$ cat config.mk
export PLATFORM = sky130hd
export DESIGN_NAME = edge_detector_array
export DESIGN_NICKNAME = d
export VERILOG_FILES = /design/src/rtl/edge_det_pkg.sv /design/src/rtl/edge_det_channel.sv /design/src/rtl/edge_detector_array.sv
export SDC_FILE = /design/constraint.sdc
export NUM_CORES = 1
export LEC_CHECK = 0
export CORE_ASPECT_RATIO = 0.6
export CORE_MARGIN = 5
export CORE_UTILIZATION = 45
export DETAILED_ROUTE_END_ITERATION = 10
export PLACE_DENSITY = 0.76
export SYNTH_ARGS = -nofsm -noshare
export SYNTH_HDL_FRONTEND = slang
export SYNTH_HIERARCHICAL = 1
export SYNTH_SLANG_ARGS = --single-unit
$ cat constraint.sdc
create_clock -name clk -period 1.6 [get_ports clk]
set_input_delay 0.16 -clock clk [delete_from_list [all_inputs] [get_ports clk]]
set_output_delay 0.16 -clock clk [all_outputs]
set_load 0.02 [all_outputs]
$ cat src/rtl/edge_det_pkg.sv
// Shared types and default sizing for the edge_detector_array block.
package edge_det_pkg;

    typedef enum logic [1:0] {
        EDGE_OFF  = 2'b00,
        EDGE_RISE = 2'b01,
        EDGE_FALL = 2'b10,
        EDGE_BOTH = 2'b11
    } edge_mode_t;

    localparam int unsigned DEF_CHANNELS    = 8;
    localparam int unsigned DEF_FILT_CYCLES = 4;
    localparam int unsigned DEF_CNT_W       = 8;

endpackage

$ cat src/rtl/edge_det_channel.sv
// One channel: sample (optionally synchronised via EDGE_DET_SYNC_EN), glitch filter,
// mode-qualified edge pulses, sticky pending flag and saturating event counter.
module edge_det_channel
    import edge_det_pkg::*;
#(
    parameter int unsigned FILT_CYCLES = DEF_FILT_CYCLES,
    parameter int unsigned CNT_W       = DEF_CNT_W
) (
    input  logic             clk,
    input  logic             rst,
    input  logic             in_i,
    input  edge_mode_t       mode_i,
    input  logic             clr_i,
    output logic             level_o,
    output logic             posedge_o,
    output logic             negedge_o,
    output logic             pending_o,
    output logic [CNT_W-1:0] cnt_o
);

    localparam int unsigned FCNT_W = $clog2(FILT_CYCLES) + 1;

    logic              samp_in;
    logic              s_q;
    logic              level_q, level_d;
    logic [FCNT_W-1:0] fcnt_q, fcnt_d;
    logic              pos_q, pos_d;
    logic              neg_q, neg_d;
    logic              pending_q, pending_d;
    logic [CNT_W-1:0]  cnt_q, cnt_d;
    logic              raw_rise, raw_fall, rise_en, fall_en, evt;

`ifdef EDGE_DET_SYNC_EN
    logic [1:0] sync_q;

    always_ff @(posedge clk) begin
        if (rst) sync_q <= '0;
        else     sync_q <= {sync_q[0], in_i};
    end

    assign samp_in = sync_q[1];
`else
    assign samp_in = in_i;
`endif

    // Filter, qualification, pending and counter next-state
    always_comb begin
        level_d  = level_q;
        fcnt_d   = fcnt_q;
        raw_rise = 1'b0;
        raw_fall = 1'b0;
        if (s_q == level_q) begin
            fcnt_d = '0;
        end else if (fcnt_q == FCNT_W'(FILT_CYCLES - 1)) begin
            level_d  = s_q;
            fcnt_d   = '0;
            raw_rise = s_q;
            raw_fall = ~s_q;
        end else begin
            fcnt_d = fcnt_q + FCNT_W'(1);
        end

        rise_en   = (mode_i == EDGE_RISE) || (mode_i == EDGE_BOTH);
        fall_en   = (mode_i == EDGE_FALL) || (mode_i == EDGE_BOTH);
        pos_d     = raw_rise & rise_en;
        neg_d     = raw_fall & fall_en;
        evt       = pos_d | neg_d;
        // A new event wins over a same-cycle clear so nothing is lost
        pending_d = evt | (pending_q & ~clr_i);

        if (clr_i)                    cnt_d = evt ? CNT_W'(1) : '0;
        else if (evt && cnt_q != '1)  cnt_d = cnt_q + CNT_W'(1);
        else                          cnt_d = cnt_q;
    end

    always_ff @(posedge clk) begin
        if (rst) begin
            s_q       <= 1'b0;
            level_q   <= 1'b0;
            fcnt_q    <= '0;
            pos_q     <= 1'b0;
            neg_q     <= 1'b0;
            pending_q <= 1'b0;
            cnt_q     <= '0;
        end else begin
            s_q       <= samp_in;
            level_q   <= level_d;
            fcnt_q    <= fcnt_d;
            pos_q     <= pos_d;
            neg_q     <= neg_d;
            pending_q <= pending_d;
            cnt_q     <= cnt_d;
        end
    end

    assign level_o   = level_q;
    assign posedge_o = pos_q;
    assign negedge_o = neg_q;
    assign pending_o = pending_q;
    assign cnt_o     = cnt_q;

endmodule

$ cat src/rtl/edge_detector_array.sv
// Array of filtered edge-detector channels with an aggregated registered interrupt.
// Optional EDGE_DET_SYNC_EN adds a 2-flop input synchroniser per channel.
module edge_detector_array
    import edge_det_pkg::*;
#(
    parameter int unsigned CHANNELS    = DEF_CHANNELS,
    parameter int unsigned FILT_CYCLES = DEF_FILT_CYCLES,
    parameter int unsigned CNT_W       = DEF_CNT_W
) (
    input  logic                      clk,
    input  logic                      rst,
    input  logic [CHANNELS-1:0]       in_edge,
    input  logic [2*CHANNELS-1:0]     mode,
    input  logic [CHANNELS-1:0]       clr,
    output logic [CHANNELS-1:0]       level,
    output logic [CHANNELS-1:0]       out_posedge,
    output logic [CHANNELS-1:0]       out_negedge,
    output logic [CHANNELS-1:0]       pending,
    output logic [CHANNELS*CNT_W-1:0] evt_cnt,
    output logic                      irq
);

    logic irq_q;

    for (genvar i = 0; i < CHANNELS; i++) begin : g_ch
        edge_det_channel #(
            .FILT_CYCLES (FILT_CYCLES),
            .CNT_W       (CNT_W)
        ) u_ch (
            .clk       (clk),
            .rst       (rst),
            .in_i      (in_edge[i]),
            .mode_i    (edge_mode_t'(mode[2*i +: 2])),
            .clr_i     (clr[i]),
            .level_o   (level[i]),
            .posedge_o (out_posedge[i]),
            .negedge_o (out_negedge[i]),
            .pending_o (pending[i]),
            .cnt_o     (evt_cnt[CNT_W*i +: CNT_W])
        );
    end

    always_ff @(posedge clk) begin
        if (rst) irq_q <= 1'b0;
        else     irq_q <= |pending;
    end

    assign irq = irq_q;

endmodule

* Yosys cells after proc, flatten, opt, wreduce, memory -nomap -nowiden
Index checks and enable logic that the tools add are counted.
Storage, ports and cells: bits in registers 129, bits in latches 0, memory bits (writable) 0, bits in read-only memories 0, input bits 34, memories 0
Cells by class: $add $sub $neg 16, multiply operators 0, div/mod/pow operators 0, $lt $le $gt $ge 0, equal/unequal tests 48, shift-type cells 0, mux-type cells 56, bitwise logic cells 64, reductions and logical operators 49
Operators with widths (number):
- $mux 8 | 16
- $add 8x1->8 const B | 8
- $ne 8x8->1 const B | 8
- $mux 1 | 40
- $eq 2x2->1 const B | 16
- $add 3x1->3 const B | 8
- $and 1x1->1 | 24
- $eq 3x2->1 const B | 8
- $not 1->1 | 24
- $reduce_or 3->1 | 8
- $eq 2x1->1 const B | 8
- $logic_or 1x1->1 | 16
- $or 1x1->1 | 16
- $reduce_and 2->1 | 8
- $reduce_bool 2->1 | 8
- $eq 1x1->1 | 8
- $logic_and 1x1->1 | 8
- $reduce_or 8->1 | 1

* Logic depth before layout (Yosys ltp)
Gate-level depths: netlist of run 1.
depth after elaboration 8, gate-level depth with buffers 6, depth with buffers taken out 5

* By module
The synthesis of run 1 kept the hierarchy.
By module, submodules not included:
- edge_det_channel | instances 8, cells an instance 77, area each 714.4 µm², seq. area each 320.3 µm²
- edge_detector_array | instances 1, cells an instance 4, area each 37.5 µm², seq. area each 20.0 µm²

* Least setup slack after synthesis of run 1
OpenSTA, ideal clock, no wires.
path type register to register, start register g_ch[0].u_ch.fcnt_q[0], end register g_ch[0].u_ch.cnt_q[4], library setup time 0.070 ns, arrival 1.617 ns, data required time 1.530 ns, path slack -0.087 ns, stages on the path, launching flop included 7, clock period less this slack 1.687 ns, path through dfxtp_1 > ha_1 > ha_1 > a21bo_1 > buf_6 > or4_1 > a21oi_1
Between the ends: word-level cells in the longest chain between the ends 7
RTL lines:
- start: declaration | line edge_det_channel.sv:26 | logic [FCNT_W-1:0] fcnt_q, fcnt_d;
- start signal: assignment | line edge_det_channel.sv:88 | fcnt_q <= fcnt_d;
- $eq 3x2->1 * | line edge_det_channel.sv:54 | end else if (fcnt_q == FCNT_W'(FILT_CYCLES - 1)) begin
- $mux 1 | line edge_det_channel.sv:54
- $mux 1 | line edge_det_channel.sv:52 | if (s_q == level_q) begin
- $and 1x1->1 (on tied branches) | line edge_det_channel.sv:65, edge_det_channel.sv:66
- $or 1x1->1 * | line edge_det_channel.sv:67 | evt = pos_d | neg_d;
- $logic_and 1x1->1 * | line edge_det_channel.sv:72 | else if (evt && cnt_q != '1) cnt_d = cnt_q + CNT_W'(1);
- $reduce_bool 2->1 (no source line) *
- end signal: assignment | line edge_det_channel.sv:92 | cnt_q <= cnt_d;
- end: declaration | line edge_det_channel.sv:30 | logic [CNT_W-1:0] cnt_q, cnt_d;
Mark *: on every way between the ends. The rest lies on a longest branch, timed or not. A chain may end at the register's enable or synchronous reset.

* Worst setup path in the final report of run 1
start register g_ch[2].u_ch.level_q, end register g_ch[2].u_ch.cnt_q[7]
Between the ends: word-level cells in the longest chain between the ends 6
RTL lines:
- start: declaration | line edge_det_channel.sv:25 | logic level_q, level_d;
- start signal: assignment | line edge_det_channel.sv:87 | level_q <= level_d;
- $eq 1x1->1 * | line edge_det_channel.sv:52
- $mux 1 | line edge_det_channel.sv:52
- $and 1x1->1 (on tied branches) | line edge_det_channel.sv:65, edge_det_channel.sv:66
- $or 1x1->1 * | line edge_det_channel.sv:67
- $logic_and 1x1->1 * | line edge_det_channel.sv:72
- $reduce_bool 2->1 (no source line) *
- end signal: assignment | line edge_det_channel.sv:92
- end: declaration | line edge_det_channel.sv:30
Marks and branches as above.

==> flow_metrics.py, run 1 <==
metrics = {
    "outcome": {
        "status": "finished, violations left",
        "violations": "negative setup slack",
    },
    "setup_path": {
        "critPathKind": "reg2reg",
        "reg2reg_depth": 5,
        "end_kind": "register",
        "rr_startpoint": "g_ch[2].u_ch/level_o$_SDFFE_PP0P_",
        "worstPathRequired_ns": 1.89,
        "crit_fanout": 5,
        "worstSetupStartpointType": "register",
        "regToRegSetupSlack_ns": -0.004,
        "regToRegEndpoint": "g_ch[2].u_ch/cnt_o[7]$_SDFFE_PP0P_",
        "crit_arrival_ns": 1.89,
    },
    "power_and_ir_drop": {
        "power_leakage_nw": 3.550,
        "p_seq_frac": 0.419,
        "combPwrFrac": 0.032,
        "p_per_area_nw_per_um2": 873.4,
        "pwr-share-clk": 0.549,
        "switching_share": 0.1948,
        "p_int_mw": 6.264,
        "power.total_mw": 7.779,
        "p_switching_mw": 1.515,
        "ir_drop_uv": 686.8,
    },
    "sta": {
        "setup_viol": 2,
        "fmax_mhz": 623.5,
        "clock_skew_ns": 0.009983,
        "period_share": 1.002,
        "post-route-min-period_ns": 1.604,
        "worst_pin_slew_ns": 0.3711,
        "hold_violations": 0,
        "worst_slack_ns": -0.003958,
        "maxSlewViolCount": 0,
        "rsz0062_at_grt": "true",
        "setup_tns_ns": -0.004184,
        "slew_headroom": 0.7503,
    },
    "grt": {
        "antenna_found_initial": 0,
        "gr-usage-met2": 0.3212,
        "grt.busiest_layer": "met2",
        "grt_max_degree": 40,
        "globalRoute.totalOverflow": 0,
        "use_met3": 0.04940,
        "met1_usage": 0.2887,
        "grt_first_pass_wirelength_mm": 26.28,
        "first_global_vias": 5318,
        "grt_usage": 0.2076,
    },
    "logic_synthesis": {
        "synth_area_leader_cell": "dfxtp_1",
        "synth-edff-count": 0,
        "ys.flop_type": "dfxtp_1",
        "synthArstFlopShare": 0,
        "yosysTopAreaCellShare": 0.4489,
        "synth_nets": 678,
        "synth.avg_cell_area_sq_um": 9.279,
        "synth-seq-cells": 129,
        "syn_area_sq_um": 5753,
        "yosys_warnings": 6,
        "synth_most_common_cell": "dfxtp_1",
        "netlist_top_cells_count": "dfxtp_1, nor2_1, a21oi_1",
        "yosys-top-cells-area": "dfxtp_1, ha_1, nor2_1, a21oi_1, nand3_1",
        "ys_seq_area_frac": 0.4489,
        "yosysUniqueCellTypes": 33,
        "syn_inst": 620,
    },
    "placement": {
        "post-dp-hpwl_mm": 11.51,
        "gp_congestion": 0.8856,
        "portBuffers": 130,
        "place_area_sq_um": 7888,
    },
    "die": {
        "die_height_microns": 97.58,
        "dieArea_sq_um": 15220,
        "floorplan.initialDensity": 0.4533,
        "core-area_sq_um": 12690,
        "io_pins": 131,
        "num_rows": 32,
        "die_w_microns": 156.0,
    },
    "clocking": {
        "clkTransAtPathRegs_ns": 0.05,
        "cts_buffers": 17,
        "clk_latency_ns": 0.41,
        "cts_buffer_depth": 2,
        "cts.sinks": 129,
        "h-tree-depth": 4,
        "cts.root.buffer_cell": "clkbuf_16",
        "cts_tree": "done",
    },
    "layout": {
        "stdcell_area_sq_um": 8907,
        "area_growth_pct": 54.83,
        "nets": 896,
        "drive_gt1_frac": 0.2785,
        "diodes": 0,
    },
    "hold_path": {
        "hold_depth": 3,
        "min_path_type": "in2reg",
        "hold_start": "rst",
        "whs_endpoint": "g_ch[6].u_ch/cnt_o[0]$_SDFFE_PP0P_",
    },
    "job": {
        "cap_violations": 0,
    },
    "drt": {
        "vias": 5679,
        "ant_nets": 0,
        "dr.pass1.iters": 5,
        "drt_iter0_markers": 435,
        "wl_per_cell_microns": 16.43,
        "vias_per_cell": 5.562,
        "routed_wl_mm": 16.78,
        "drc": 0,
    },
}
## layout make-up
type / instances / area [sq um]
clock buffers: 23 / 478.0
clock inverters: 9 / 177.7
fillers: 939 / 3785
inverters: 24 / 90.09
multi-input cells: 454 / 3442
flip-flops and latches: 129 / 2621
well taps: 170 / 212.7
repair buffers: 212 / 1886
## worst max-delay path by stage
stage / startpoint / endpoint / slack, ns
global route: g_ch[2].u_ch/level_o$_SDFFE_PP0P_ / g_ch[2].u_ch/cnt_o[7]$_SDFFE_PP0P_ / -0.04
floorplan: g_ch[0].u_ch/fcnt_q[1]$_SDFF_PP0_ / g_ch[0].u_ch/cnt_o[4]$_SDFFE_PP0P_ / 0.004
finish: g_ch[2].u_ch/level_o$_SDFFE_PP0P_ / g_ch[2].u_ch/cnt_o[7]$_SDFFE_PP0P_ / -0.004
global placement: mode[1] / g_ch[0].u_ch/cnt_o[3]$_SDFFE_PP0P_ / -0.17
detailed placement: mode[9] / g_ch[4].u_ch/cnt_o[3]$_SDFFE_PP0P_ / -0.22
CTS: g_ch[5].u_ch/cnt_o[3]$_SDFFE_PP0P_ / evt_cnt[43] / -0.004
## per-layer routing
layer / up-vias / part of all wire / wire, microns
li1: 2778 / - / -
met1: 2672 / 0.47 / 7827
met2: 211 / 0.46 / 7644
met3: 18 / 0.067 / 1128
met4: 0 / 0.011 / 177
met5: - / 0 / 0
## cell families after synthesis
kind of cell    share of synthesized area
flops                              0.4489
buf+inv                           0.03654
mux                               0.01392
xor+xnor                          0.01218
compound gates                     0.2010
fa+ha+maj                         0.05220
simple gates                       0.2353
## metrics by stage
step                      hold slack (ns)    util  worst slack (ns)  std cells
final                              0.2040  0.7018         -0.003958       1021
after global routing               0.2141  0.7018          -0.03943       1021
after CTS                          0.1773  0.6722         -0.004007       1003
after detailed placement           0.4190  0.6215           -0.2158        971
after global placement             0.4122  0.6215           -0.1718        971
after floorplan                    0.2250       -          0.003965        620
## power by group through the flow
stage / logic (mW) / registers [mW] / clock network [mW]
4_1_cts: 0.233 / 3.26 / 4.34
5_1_grt: 0.272 / 3.26 / 4.49
6_report: 0.251 / 3.26 / 4.27
2_1_floorplan: 0.0865 / 3.33 / 0
3_5_place_dp: 0.229 / 3.33 / 0
3_3_place_gp: 0.222 / 3.33 / 0
## critical path, cell delays in order (launching register included)
cell	delay [ns]
dfxtp_2	0.34
nand3b_1	0.23
buf_4	0.19
a21bo_4	0.22
buf_4	0.13
o311a_2	0.38
## state kept, by name, summed over array words and instances (netlist names)
signal               count
g_ch.u_ch/cnt_o         64
g_ch.u_ch/fcnt_q        24
g_ch.u_ch/level_o        8
g_ch.u_ch/negedge_o      8
g_ch.u_ch/pending_o      8
g_ch.u_ch/posedge_o      8
g_ch.u_ch/s_q            8
irq                      1
## cells in the final DEF, fill, tap and decap left out, types with 16 or more instances in the layout
| cell type | n |
|---|---|
| inv_1 | 24 |
| clkbuf_16 | 17 |
| dlygate4sd2_1 | 55 |
| buf_4 | 81 |
| nand3_1 | 32 |
| dfxtp_1 | 98 |
| nand3b_1 | 16 |
| ha_4 | 16 |
| clkdlybuf4s50_1 | 62 |
| nor2b_1 | 16 |
| a21oi_1 | 21 |
| or3_1 | 16 |
| nand2_1 | 29 |
| dfxtp_2 | 31 |
| o31ai_1 | 16 |
| nor2_1 | 72 |
| o21ai_0 | 23 |
## repair_timing
action,in CTS,in global routing
gates cloned,0,3
buffers inserted,0,15
hold buffers,0,0
gates resized for setup,73,68
pin swaps,4,36
setup endpoints to repair,76,49
No activity file was read; power rests on OpenSTA's default activity.
==> run 2, diff against run 1 <==
--- a/config.mk
+++ b/config.mk
@@ -8,7 +8,8 @@
 export CORE_ASPECT_RATIO = 0.6
 export CORE_MARGIN = 5
-export CORE_UTILIZATION = 45
+export CORE_UTILIZATION = 50
 export DETAILED_ROUTE_END_ITERATION = 10
-export PLACE_DENSITY = 0.76
+export DONT_BUFFER_PORTS = 1
+export PLACE_DENSITY = 0.68
 export SYNTH_ARGS = -nofsm -noshare
 export SYNTH_HDL_FRONTEND = slang
==> constraint.sdc (replaced) <==
create_clock -name clk -period 1.6 [get_ports clk]
set_input_delay 0.24 -clock clk [delete_from_list [all_inputs] [get_ports clk]]
set_output_delay 0.24 -clock clk [all_outputs]
set_load 0.02 [all_outputs]
==> run 2 against run 1 <==
Effect of this change:
- final area decreased by 9.1%
- sequential share of layout area increased by 3.0 points
- sequential power about the same
- fmax down 0.94%
- largest power group unchanged
- non-clock buffer count down 62
- die area fell by 9.2%
- the flow still finishes with violations (negative setup slack)
==> flow_metrics.py, run 2 (synthesis gave the netlist of run 1 again) <==
metrics = {
    "drt": {
        "routed_wl_mm": 16.23,
        "drc": 0,
        "vias": 5514,
        "ant_nets": 0,
        "dr.pass1.iters": 5,
        "wl_per_cell_microns": 17.38,
        "vias_per_cell": 5.904,
        "drt_iter0_markers": 284,
    },
    "power_and_ir_drop": {
        "ir_drop_uv": 781.9,
        "p_per_area_nw_per_um2": 929.8,
        "power_leakage_nw": 2.969,
    },
    "grt": {
        "met1_usage": 0.2931,
        "antenna_found_initial": 0,
        "first_global_vias": 4926,
        "grt_max_degree": 34,
        "grt.busiest_layer": "met2",
        "globalRoute.totalOverflow": 0,
        "grt_usage": 0.2180,
        "use_met3": 0.07215,
        "gr-usage-met2": 0.3355,
        "grt_first_pass_wirelength_mm": 24.53,
    },
    "setup_path": {
        "cp-startpoint": "g_ch[2].u_ch/level_o$_SDFFE_PP0P_",
        "crit_fanout": 4,
        "crit_path_top_delay_cell": "o311a_2",
        "reg2reg_depth": 5,
        "path_common_cell": "buf_4",
        "crit_end": "g_ch[2].u_ch/cnt_o[7]$_SDFFE_PP0P_",
        "path_cells": "nand3b_1, buf_4, a21bo_4, buf_4, o311a_2",
        "slowest_delay_ns": 0.38,
        "crit_arrival_ns": 1.90,
        "rr_startpoint": "g_ch[2].u_ch/level_o$_SDFFE_PP0P_",
        "regToRegEndpoint": "g_ch[2].u_ch/cnt_o[7]$_SDFFE_PP0P_",
        "regToRegSetupSlack_ns": -0.02,
        "worstPathRequired_ns": 1.88,
        "worstSetupStartpointType": "register",
        "end_kind": "register",
        "critPathKind": "reg2reg",
    },
    "placement": {
        "gp_congestion": 0.9255,
        "placed_cells": 868,
        "post-dp-hpwl_mm": 11.19,
        "place_area_sq_um": 6944,
        "portBuffers": 0,
    },
    "layout": {
        "nets": 835,
        "layout_common_cells": "buf_4, dfxtp_1, nor2_1, nand3_1, nand2_1",
        "fin_util": 0.7193,
        "largest_register_ffs": 64,
        "diodes": 0,
        "drive_gt1_frac": 0.3557,
        "finalNonFillerCells": 934,
        "area_growth_pct": 40.80,
        "stdcell_area_sq_um": 8100,
        "final_common_cell": "buf_4",
        "fillCellCount": 819,
    },
    "hold_path": {
        "hold_depth": 2,
        "min_path_type": "in2reg",
    },
    "clocking": {
        "clk_latency_ns": 0.40,
        "cts_buffer_depth": 2,
        "cts_tree": "done",
        "cts_buffers": 17,
        "cts.sinks": 129,
        "h-tree-depth": 4,
        "cts.root.buffer_cell": "clkbuf_16",
        "clkTransAtPathRegs_ns": 0.06,
    },
    "sta": {
        "setup_tns_ns": -0.02876,
        "worst_pin_slew_ns": 0.4288,
        "maxSlewViolCount": 0,
        "fmax_mhz": 617.6,
        "setup_viol": 2,
        "period_share": 1.012,
        "hold_violations": 0,
        "post-route-min-period_ns": 1.619,
        "clock_skew_ns": 0.009994,
        "rsz0062_at_grt": "true",
        "worst_slack_ns": -0.01922,
        "hold_ws_ns": 0.02086,
        "slew_headroom": 0.7115,
    },
    "job": {
        "cap_violations": 0,
    },
    "die": {
        "die_height_microns": 93.09,
        "dieArea_sq_um": 13820,
        "floorplan.initialDensity": 0.5109,
        "die_w_microns": 148.5,
        "num_rows": 30,
        "io_pins": 131,
        "core-area_sq_um": 11260,
    },
    "outcome": {
        "violations": "negative setup slack",
        "status": "finished, violations left",
    },
}
run 2: cell count changes in the layout (fill, tap and decap cells not counted), moves of 5 or more:
cell             before  now
dlymetal6s2s_1       12    0
buf_4                81  136
dlygate4sd3_1         0   13
clkdlybuf4s50_1      62    0
dfxtp_2              31   26
dlygate4sd2_1        55    0
run 2: report_power, final:
| part | internal (mW) | total [mW] | switching, mW |
|---|---|---|---|
| registers | 3.23 | 3.26 | 0.0234 |
| clock network | 2.69 | 4.11 | 1.42 |
| logic | 0.0785 | 0.164 | 0.0856 |
| total | 6.00 | 7.53 | 1.53 |
run 2: area by class of cell:
class	instances	area, sq um	area share
inverters	24	90.09	0.01112
well taps	144	180.2	0.02224
multi-input cells	455	3396	0.4192
clock buffers	19	452.9	0.05592
repair buffers	150	1171	0.1446
clock inverters	13	183.9	0.02271
flip-flops and latches	129	2626	0.3242
run 2: through the flow:
step | power, mW | setup slack [ns]
5_1_grt | 7.794 | -0.1305
6_report | 7.531 | -0.01922
4_1_cts | 7.604 | 0.001893
3_5_place_dp | 3.434 | -0.03858
2_1_floorplan | 3.412 | 0.003965
3_3_place_gp | 3.427 | -0.0002752
run 2: critical path: cells and delay by family, from the launching register on:
kind / cells / cell delay [ns]
AO/OA/AOI/OAI: 2 / 0.60
flip-flops: 1 / 0.35
buffers and inverters: 2 / 0.32
AND/OR/NAND/NOR: 1 / 0.23
run 2: repair_timing:
item	CTS	global route
hold endpoints to repair	25	1
setup buffers	0	16
endpoints found under the setup margin	20	33
resized for setup	15	52
pin swaps	1	40
hold buffers	13	1
gates cloned	0	4
run 2: worst min path at each step:
stage          slack, ns  startpoint                            endpoint
2_1_floorplan       0.30         rst   g_ch[0].u_ch/level_o$_SDFFE_PP0P_
4_1_cts            0.001      clr[2]  g_ch[2].u_ch/cnt_o[0]$_SDFFE_PP0P_
3_3_place_gp        0.31         rst   g_ch[3].u_ch/level_o$_SDFFE_PP0P_
6_report            0.02      clr[2]  g_ch[2].u_ch/cnt_o[0]$_SDFFE_PP0P_
3_5_place_dp        0.31         rst   g_ch[4].u_ch/level_o$_SDFFE_PP0P_
5_1_grt            0.001      clr[3]  g_ch[3].u_ch/cnt_o[0]$_SDFFE_PP0P_
run 2: routing by layer:
layer	up-vias	wire length, microns
met5	-	0
met4	0	319
met3	35	1497
met2	233	7134
met1	2584	7277
li1	2662	-
